<file path="src/rtl/rv32i_types.sv">
// Shared RV32I datapath types, plus the state encoding of the memory word bridge.
package rv32i_types;

    typedef logic [31:0] rv32i_word;
    typedef logic [3:0]  rv32i_mem_wmask;

    typedef enum logic [2:0] {
        IDLE,
        RD,
        RMW_RD,
        WR,
        RESP
    } mem_bridge_state_t;

    localparam rv32i_mem_wmask FULL_WORD_MASK = 4'b1111;
    localparam rv32i_word      WORD_ALIGN     = 32'hFFFF_FFFC;

endpackage

</file>
<file path="src/rtl/byte_merge.sv">
// Byte-lane merge: combines a masked new word into an existing word.
// Kept generic so a future cache can reuse it for its own write path.
module byte_merge
    import rv32i_types::*;
(
    input  rv32i_mem_wmask mask,
    input  rv32i_word      new_word,
    input  rv32i_word      old_word,
    output rv32i_word      merged
);

    // Each lane takes the new byte where its mask bit is set, else keeps the old byte
    always_comb begin
        merged = old_word;
        for (int i = 0; i < 4; i++) begin
            if (mask[i]) begin
                merged[8*i +: 8] = new_word[8*i +: 8];
            end
        end
    end

endmodule

</file>
<file path="src/rtl/mem_word_bridge.sv">
// Bridge from the core's byte-masked memory request to a word-only physical
// port. Partial stores become a read-modify-write; every physical access is
// bounded by a watchdog that sets a sticky error when it expires.
module mem_word_bridge
    import rv32i_types::*;
#(
    parameter int unsigned TIMEOUT_CYCLES = 1024
) (
    input  logic        clk,
    input  logic        rst_n,
    input  logic        mem_read,
    input  logic        mem_write,
    input  logic [3:0]  mem_byte_enable,
    input  logic [31:0] mem_address,
    input  logic [31:0] mem_wdata,
    output logic [31:0] mem_rdata,
    output logic        mem_resp,
    output logic        pmem_read,
    output logic        pmem_write,
    output logic [31:0] pmem_address,
    output logic [31:0] pmem_wdata,
    input  logic [31:0] pmem_rdata,
    input  logic        pmem_resp,
    output logic        err
);

    localparam int unsigned CNT_W = $clog2(TIMEOUT_CYCLES + 1);
    localparam logic [CNT_W-1:0] CNT_LIMIT = CNT_W'(TIMEOUT_CYCLES);

    mem_bridge_state_t state_q, state_d;
    logic [CNT_W-1:0]  cnt_q, cnt_d, cnt_inc;
    logic              timed_out;
    rv32i_word         addr_q, addr_d;
    rv32i_word         wdata_q, wdata_d;
    rv32i_mem_wmask    mask_q, mask_d;
    rv32i_word         rdata_q, rdata_d;
    logic              err_q, err_d;
    rv32i_word         merged;

    // Merge the latched store bytes over the word returned by the RMW read
    byte_merge u_byte_merge (
        .mask     (mask_q),
        .new_word (wdata_q),
        .old_word (pmem_rdata),
        .merged   (merged)
    );

    // State register; reset abandons any in-flight access
    always_ff @(posedge clk or negedge rst_n) begin
        if (!rst_n) begin
            state_q <= IDLE;
        end else begin
            state_q <= state_d;
        end
    end

    // Datapath registers: latched request, write word, read data, watchdog, error
    always_ff @(posedge clk or negedge rst_n) begin
        if (!rst_n) begin
            cnt_q   <= '0;
            addr_q  <= '0;
            wdata_q <= '0;
            mask_q  <= '0;
            rdata_q <= '0;
            err_q   <= 1'b0;
        end else begin
            cnt_q   <= cnt_d;
            addr_q  <= addr_d;
            wdata_q <= wdata_d;
            mask_q  <= mask_d;
            rdata_q <= rdata_d;
            err_q   <= err_d;
        end
    end

    // Next-state and datapath updates; the watchdog fires when it would reach the limit
    always_comb begin
        state_d   = state_q;
        cnt_d     = cnt_q;
        addr_d    = addr_q;
        wdata_d   = wdata_q;
        mask_d    = mask_q;
        rdata_d   = rdata_q;
        err_d     = err_q;
        cnt_inc   = cnt_q + CNT_W'(1);
        timed_out = (cnt_inc == CNT_LIMIT);

        case (state_q)
            IDLE: begin
                cnt_d = '0;
                if (mem_read) begin
                    addr_d  = mem_address & WORD_ALIGN;
                    rdata_d = '0;
                    state_d = RD;
                end else if (mem_write) begin
                    rdata_d = '0;
                    if (mem_byte_enable == 4'b0000) begin
                        state_d = RESP;
                    end else begin
                        addr_d  = mem_address & WORD_ALIGN;
                        wdata_d = mem_wdata;
                        mask_d  = mem_byte_enable;
                        state_d = (mem_byte_enable == FULL_WORD_MASK) ? WR : RMW_RD;
                    end
                end
            end
            RD: begin
                if (pmem_resp) begin
                    rdata_d = pmem_rdata;
                    state_d = RESP;
                end else if (timed_out) begin
                    cnt_d   = cnt_inc;
                    err_d   = 1'b1;
                    rdata_d = '0;
                    state_d = RESP;
                end else begin
                    cnt_d = cnt_inc;
                end
            end
            RMW_RD: begin
                if (pmem_resp) begin
                    wdata_d = merged;
                    cnt_d   = '0;
                    state_d = WR;
                end else if (timed_out) begin
                    cnt_d   = cnt_inc;
                    err_d   = 1'b1;
                    rdata_d = '0;
                    state_d = RESP;
                end else begin
                    cnt_d = cnt_inc;
                end
            end
            WR: begin
                if (pmem_resp) begin
                    state_d = RESP;
                end else if (timed_out) begin
                    cnt_d   = cnt_inc;
                    err_d   = 1'b1;
                    rdata_d = '0;
                    state_d = RESP;
                end else begin
                    cnt_d = cnt_inc;
                end
            end
            RESP: begin
                state_d = IDLE;
            end
            default: begin
                state_d = IDLE;
            end
        endcase
    end

    assign pmem_read    = (state_q == RD) || (state_q == RMW_RD);
    assign pmem_write   = (state_q == WR);
    assign pmem_address = addr_q;
    assign pmem_wdata   = wdata_q;
    assign mem_resp     = (state_q == RESP);
    assign mem_rdata    = (state_q == RESP) ? rdata_q : '0;
    assign err          = err_q;

endmodule

</file>
<file path="config.mk">
export PLATFORM = sky130hd
export DESIGN_NAME = mem_word_bridge
export DESIGN_NICKNAME = d
export VERILOG_FILES = /design/src/rtl/rv32i_types.sv /design/src/rtl/byte_merge.sv /design/src/rtl/mem_word_bridge.sv
export SDC_FILE = /design/constraint.sdc
export NUM_CORES = 1
export LEC_CHECK = 0
export ABC_CLOCK_PERIOD_IN_PS = 2980
export BUFFER_PORTS_ARGS = -buffer_cell sky130_fd_sc_hd__clkbuf_2
export CORE_ASPECT_RATIO = 1.1
export CORE_UTILIZATION = 45
export CTS_CLUSTER_DIAMETER = 80
export CTS_CLUSTER_SIZE = 28
export DETAILED_ROUTE_END_ITERATION = 10
export PLACE_DENSITY_LB_ADDON = 0.12
export SLEW_MARGIN = 30
export SYNTH_ARGS = -nofsm -noshare
export SYNTH_HDL_FRONTEND = slang
export SYNTH_HIERARCHICAL = 1
export SYNTH_SLANG_ARGS = --single-unit
export TNS_END_PERCENT = 100
</file>
<file path="constraint.sdc">
create_clock -name clk -period 2.98 [get_ports clk]
set_input_delay 0.149 -clock clk [delete_from_list [all_inputs] [get_ports clk]]
set_output_delay 0.149 -clock clk [all_outputs]
set_load 0.05 [all_outputs]
</file>
# After elaboration in Yosys (flattened, before gate mapping)
# Cells that the tools add are included.
# totals
register_bits,115
ramBits,0
inputBits,105
n_memories,0
latch_bits,0
rom_bits,0
out_inout_bits,100
word_cells,81
# classes
order_cmp,0
n_shift,0
add_sub_neg,1
reduce_logical,19
div_mod_pow,0
n_bitwise,3
n_eq_ne,18
muxes,30
multipliers,0
# op_table
operator,n
two-way mux 32 bit,13
one-hot mux 32 bit (3 select lines),1
one-hot mux 32 bit (2 select lines),1
one-hot mux 11 bit (3 select lines),1
two-way mux 8 bit,4
AND reduction 6 bit,4
two-way mux 11 bit,2
"!= test 2 bit, second input constant",11
two-way mux 3 bit,6
"adder 11 x 1 -> 11 bit, second input constant",1
"== test 11 bit, second input constant",1
one-hot mux 3 bit (3 select lines),1
AND reduction 3 bit,3
"== test 3 x 2 -> 1 bit, second input constant",2
nonzero test 3 bit,2
"== test 4 bit, second input constant",1
logical NOT 4 bit,1
AND reduction 4 bit,1
nonzero test 2 bit,2
OR reduction 2 bit,2
"== test 3 x 1 -> 1 bit, second input constant",1
"== test 3 bit, second input constant",1
logical NOT 3 bit,1
"!= test 3 bit, second input constant",1
5 further kinds,7

# Logic depth before layout (Yosys ltp)
# depth
depth_word,6
ltp_mapped,8
depth_no_buf,6

# Modules after synthesis
# The synthesis kept the hierarchy.
# by_module_without_submodules
module,n_inst,cells_per_inst,area_each_um2,seq_area_each_um2
mem_word_bridge,1,585,5656.7,2827.7
byte_merge,1,36,525.5,0.0

# Worst setup path after synthesis
# Ideal clock, no wire load.
# synth_path
path_type,reg2out
startpoint,register state_q[2]
endpoint,output port mem_rdata[22]
path_slack_ps,692
t_arrival_ps,2139
stages_incl_launch_ff,5
n_path_buf,2
required_time_ps,2831
cell_sequence,dfrtp_1 > clkbuf_1 > nor3b_1 > clkbuf_1 > and2_1
# synth_between
elab_chain_cells,2
# synth_lines
item,line_no,source
"start, declared",mem_word_bridge.sv:30,"mem_bridge_state_t state_q, state_d;"
"start signal, assigned",mem_word_bridge.sv:53,state_q <= state_d;
== test 3 bit,n/a,
net mem_resp,mem_word_bridge.sv:17,"output logic mem_resp,"
two-way mux 32 bit,mem_word_bridge.sv:160,assign mem_rdata = (state_q == RESP) ? rdata_q : '0;
"end, declared",mem_word_bridge.sv:16,"output logic [31:0] mem_rdata,"
# The timed path passes the listed nets, and every way through them passes these cells.

# Worst setup path in the final report
# layout_path
startpoint,register state_q[2]
endpoint,"register wdata_q[17], in the netlist pmem_wdata[17]"
# layout_between
elab_chain_cells,3
word_cells_on_any_way,10
classes_between,6 x eq/ne; 1 x mux; 3 x reduce/logical
# layout_lines
item,line_no,source
== test 3 x 2 -> 1 bit or logical NOT 3 bit (tied branches),mem_word_bridge.sv:88,case (state_q)
!= test 2 bit (no line) or nonzero test 2 bit (tied branches),n/a,
AND reduction 6 bit (no line),n/a,
"end signal, assigned",mem_word_bridge.sv:69,wdata_q <= wdata_d;
"end, declared",mem_word_bridge.sv:34,"rv32i_word wdata_q, wdata_d;"
# Several ways; a longest one is shown, not always the timed one.
# A chain may end at the register's enable or synchronous reset.

==> key figures <==
Critical path
  • Crit. End Element: register
  • Crit path launch type: register
  • Crit Path Class: register to register
  • Worst EP required: 3.27 ns
  • RR Startpoint: state_q[2]$_DFFE_PN0P_
  • R2R Path End: pmem_wdata[17]$_DFFE_PN0P_
  • WP data arrival: 2.80 ns
  • R2R setup slack: 0.47 ns
  • Worst R2R Path Depth: 7
  • Crit-path max FO: 33

Synthesis
  • Synth Flop Type: dfrtp_1
  • Synth Warn #: 6
  • Syn Area/Cell: 9.96 um2
  • Post-synth ARST share: 100%
  • Gate Count Post-Synth: 621
  • FF+latch count, synth: 113
  • Sequential area share after synthesis: 45.7%
  • Post-Syn Area: 0.00618 mm2
  • Number of synthesized flops with an enable pin: 0
  • Yosys cell types: 42

CTS
  • Root Driver: clkbuf_16
  • Clk_lat worst skew: 0.42 ns
  • Clock Pin Slew Worst Setup and Hold Paths: 0.05 ns
  • CTS max path bufs: 2
  • H-tree levels: 4
  • TritonCTS clock tree: done
  • Sink Count: 113
  • CTS resizes: 0
  • Num CTS Buffers: 17
  • Total setup buffers inserted after CTS: 0
  • Hold buffer count at cts: 32

Cells and area
  • Area grow syn2layout: 34.0%
  • Layout cells sized above 1: 37.0%
  • ANT cells: 0
  • Final net count: 950
  • # fillers: 1123

Route
  • Routed WL per cell: 16.1 um
  • Vias/cell: 5.31
  • DRC: 0
  • Post-DRT Antenna Nets: 0
  • Final WL: 16800 um
  • Via count: 5522
  • Initial DRC count: 321
  • First-pass DRT Iterations: 5

Global routing
  • Initial antenna violation count: 0
  • Global-route wire length before repair: 27400 um
  • Grt total ovfl: 0
  • Most used routing layer: met2
  • M1 GR Usage: 30.4%
  • Grt met2 use: 41.5%
  • Largest net degree at the start of global routing: 67
  • Vias in the first global route: 5599
  • Gr usage total: 24.9%
  • Met3 usage: 7.32%

Floorplanning
  • Num rows: 44
  • Core area: 0.0133 mm2
  • Die area: 0.0142 mm2
  • Die Ht: 125 um
  • Die extent in x: 114 um
  • Initial Util: 46.4%
  • # IOs: 205

Power and ir drop
  • PwrDens: 1100 mW/mm2
  • Lkg Pwr: 4.08 nW
  • VDD IR max: 0.755 mV
  • Total chip power: 0.00914 W

Timing
  • Final Max Slew Viols: 0
  • Slew @ Worst Pin: 0.735 ns
  • Slew margin rel.: 50.6%
  • Final Cycle Share: 84.3%
  • Fmax achieved: 398 MHz
  • RSZ-0062 raised after global routing: false
  • Tmin final: 2.51 ns
  • Worst Skew: 0.00941 ns
  • Setup TNS Final: 0 ns
  • Finish-stage setup viols: 0
  • Final-report hold violation count: 0

Place
  • I/O Buffers: 200
  • GPL Wtd Cong: 0.853
  • HPWL after DPL: 11200 um

Hold path
  • Hold Path Class: primary input to register
  • Hold EP: mask_q[0]$_DFFE_PN0P_
  • Min-delay src: mem_byte_enable[0]
  • Worst Hold Depth: 2

Run
  • Maxcap violations: 0

Outcome
  • Status: completed
==> flip-flops by register name, summed over array words and instances, names as in the netlist <==
register	cells
rdata_q	32
pmem_wdata	32
cnt_q	11
err	1
pmem_address	30
mask_q	4
state_q	3
==> final cells by class <==
cell class                      instances  area, um2  area share (%)
Clock buffer                           25        495            5.98
Clock inverter                          6       55.1           0.664
Inverter                               34        128            1.54
Multi-Input combinational cell        429       3040            36.7
Sequential cell                       113       2830            34.1
Tap cell                              184        230            2.78
Timing Repair Buffer                  249       1510            18.2
==> cells in the mapped netlist, drive strengths merged, types with 3 or more instances <==
| library cell | instances | area (um2) |
|---|---|---|
| inv | 34 | 128 |
| a21oi | 38 | 194 |
| nand2 | 50 | 188 |
| mux2 | 66 | 863 |
| nand3 | 3 | 15.0 |
| nor3 | 7 | 35.0 |
| clkbuf | 33 | 124 |
| a22oi | 33 | 248 |
| mux2i | 34 | 340 |
| o21ai | 113 | 566 |
| nor2 | 14 | 52.6 |
| nand2b | 3 | 18.8 |
| buf | 13 | 97.6 |
| nor2b | 4 | 25.0 |
| and2 | 35 | 219 |
| dfrtp | 113 | 2830 |
==> cells in the final DEF, fill, tap and decap left out, drive strengths merged, types with 14 or more instances in the layout <==
cell         count
nor2            14
nand2           50
o21ai          113
dlygate4sd3     32
mux2            66
dfrtp          113
inv             34
a22oi           33
a21oi           38
clkbuf         224
buf             18
mux2i           34
and2            35
==> stage by stage <==
step | worst slack, ns | area, um2 | utilization, % | std cells | hold slack (ns)
2_1_floorplan | 0.692 | 6190 | - | 622 | -0.147
3_3_place_gp | 0.526 | 7370 | 55.3 | 975 | 0.310
3_5_place_dp | 0.372 | 7370 | 55.3 | 975 | 0.318
4_1_cts | 0.303 | 8240 | 61.8 | 1038 | 0.00325
5_1_grt | 0.276 | 8290 | 62.2 | 1040 | 0.0102
6_report | 0.469 | 8290 | 62.2 | 1040 | 0.0144
==> metal layers <==
| layer | share of wire [%] | routed length, um | up-vias |
|---|---|---|---|
| li1 | - | - | 2634 |
| met1 | 43 | 7210 | 2653 |
| met2 | 49 | 8190 | 206 |
| met3 | 6.1 | 1020 | 29 |
| met4 | 2.1 | 350 | 0 |
| met5 | 0 | 0 | - |
==> worst max-delay path by stage <==
stage                                       from                    endpoint  slack [ns]  cells past startpoint
after detailed placement      mem_byte_enable[0]  pmem_wdata[15]$_DFFE_PN0P_        0.37                      6
final                     state_q[2]$_DFFE_PN0P_  pmem_wdata[17]$_DFFE_PN0P_        0.47                      7
after global routing      state_q[2]$_DFFE_PN0P_  pmem_wdata[17]$_DFFE_PN0P_        0.28                      7
after global placement        mem_byte_enable[0]  pmem_wdata[16]$_DFFE_PN0P_        0.53                      6
after floorplan           state_q[2]$_DFFE_PN0P_               mem_rdata[22]        0.69                      4
after CTS                     mem_byte_enable[3]  pmem_wdata[10]$_DFFE_PN0P_        0.30                      7
==> worst max-delay path, stage by stage (launching register included) <==
cell     delay [ns]
dfrtp_1        0.52
or4_1          0.64
nor3b_2        0.44
a21oi_4        0.16
buf_16         0.23
buf_4          0.21
nand2_1        0.08
o21ai_0        0.08
==> power by group <==
part,internal (W),switching (W),leakage [nW]
clock network,0.00122,0.000671,0.277
logic,0.00156,0.00300,2.37
registers,0.00214,0.000543,1.43
total,0.00492,0.00421,4.08
==> kinds of logic (layout without fill, tap and decap cells) <==
logic type | count (synthesis) | after routing | share of synthesized area [%]
simple gates | 128 | 128 | 10.4
mux | 100 | 100 | 19.5
compound gates | 194 | 194 | 17.9
fa+ha+maj | 1 | 1 | 0.202
buf+inv | 80 | 314 | 5.65
xor+xnor | 4 | 4 | 0.567
other cells | 1 | 2 | 0.0607
flops | 113 | 113 | 45.7
No activity file was read; power rests on OpenSTA's default activity.
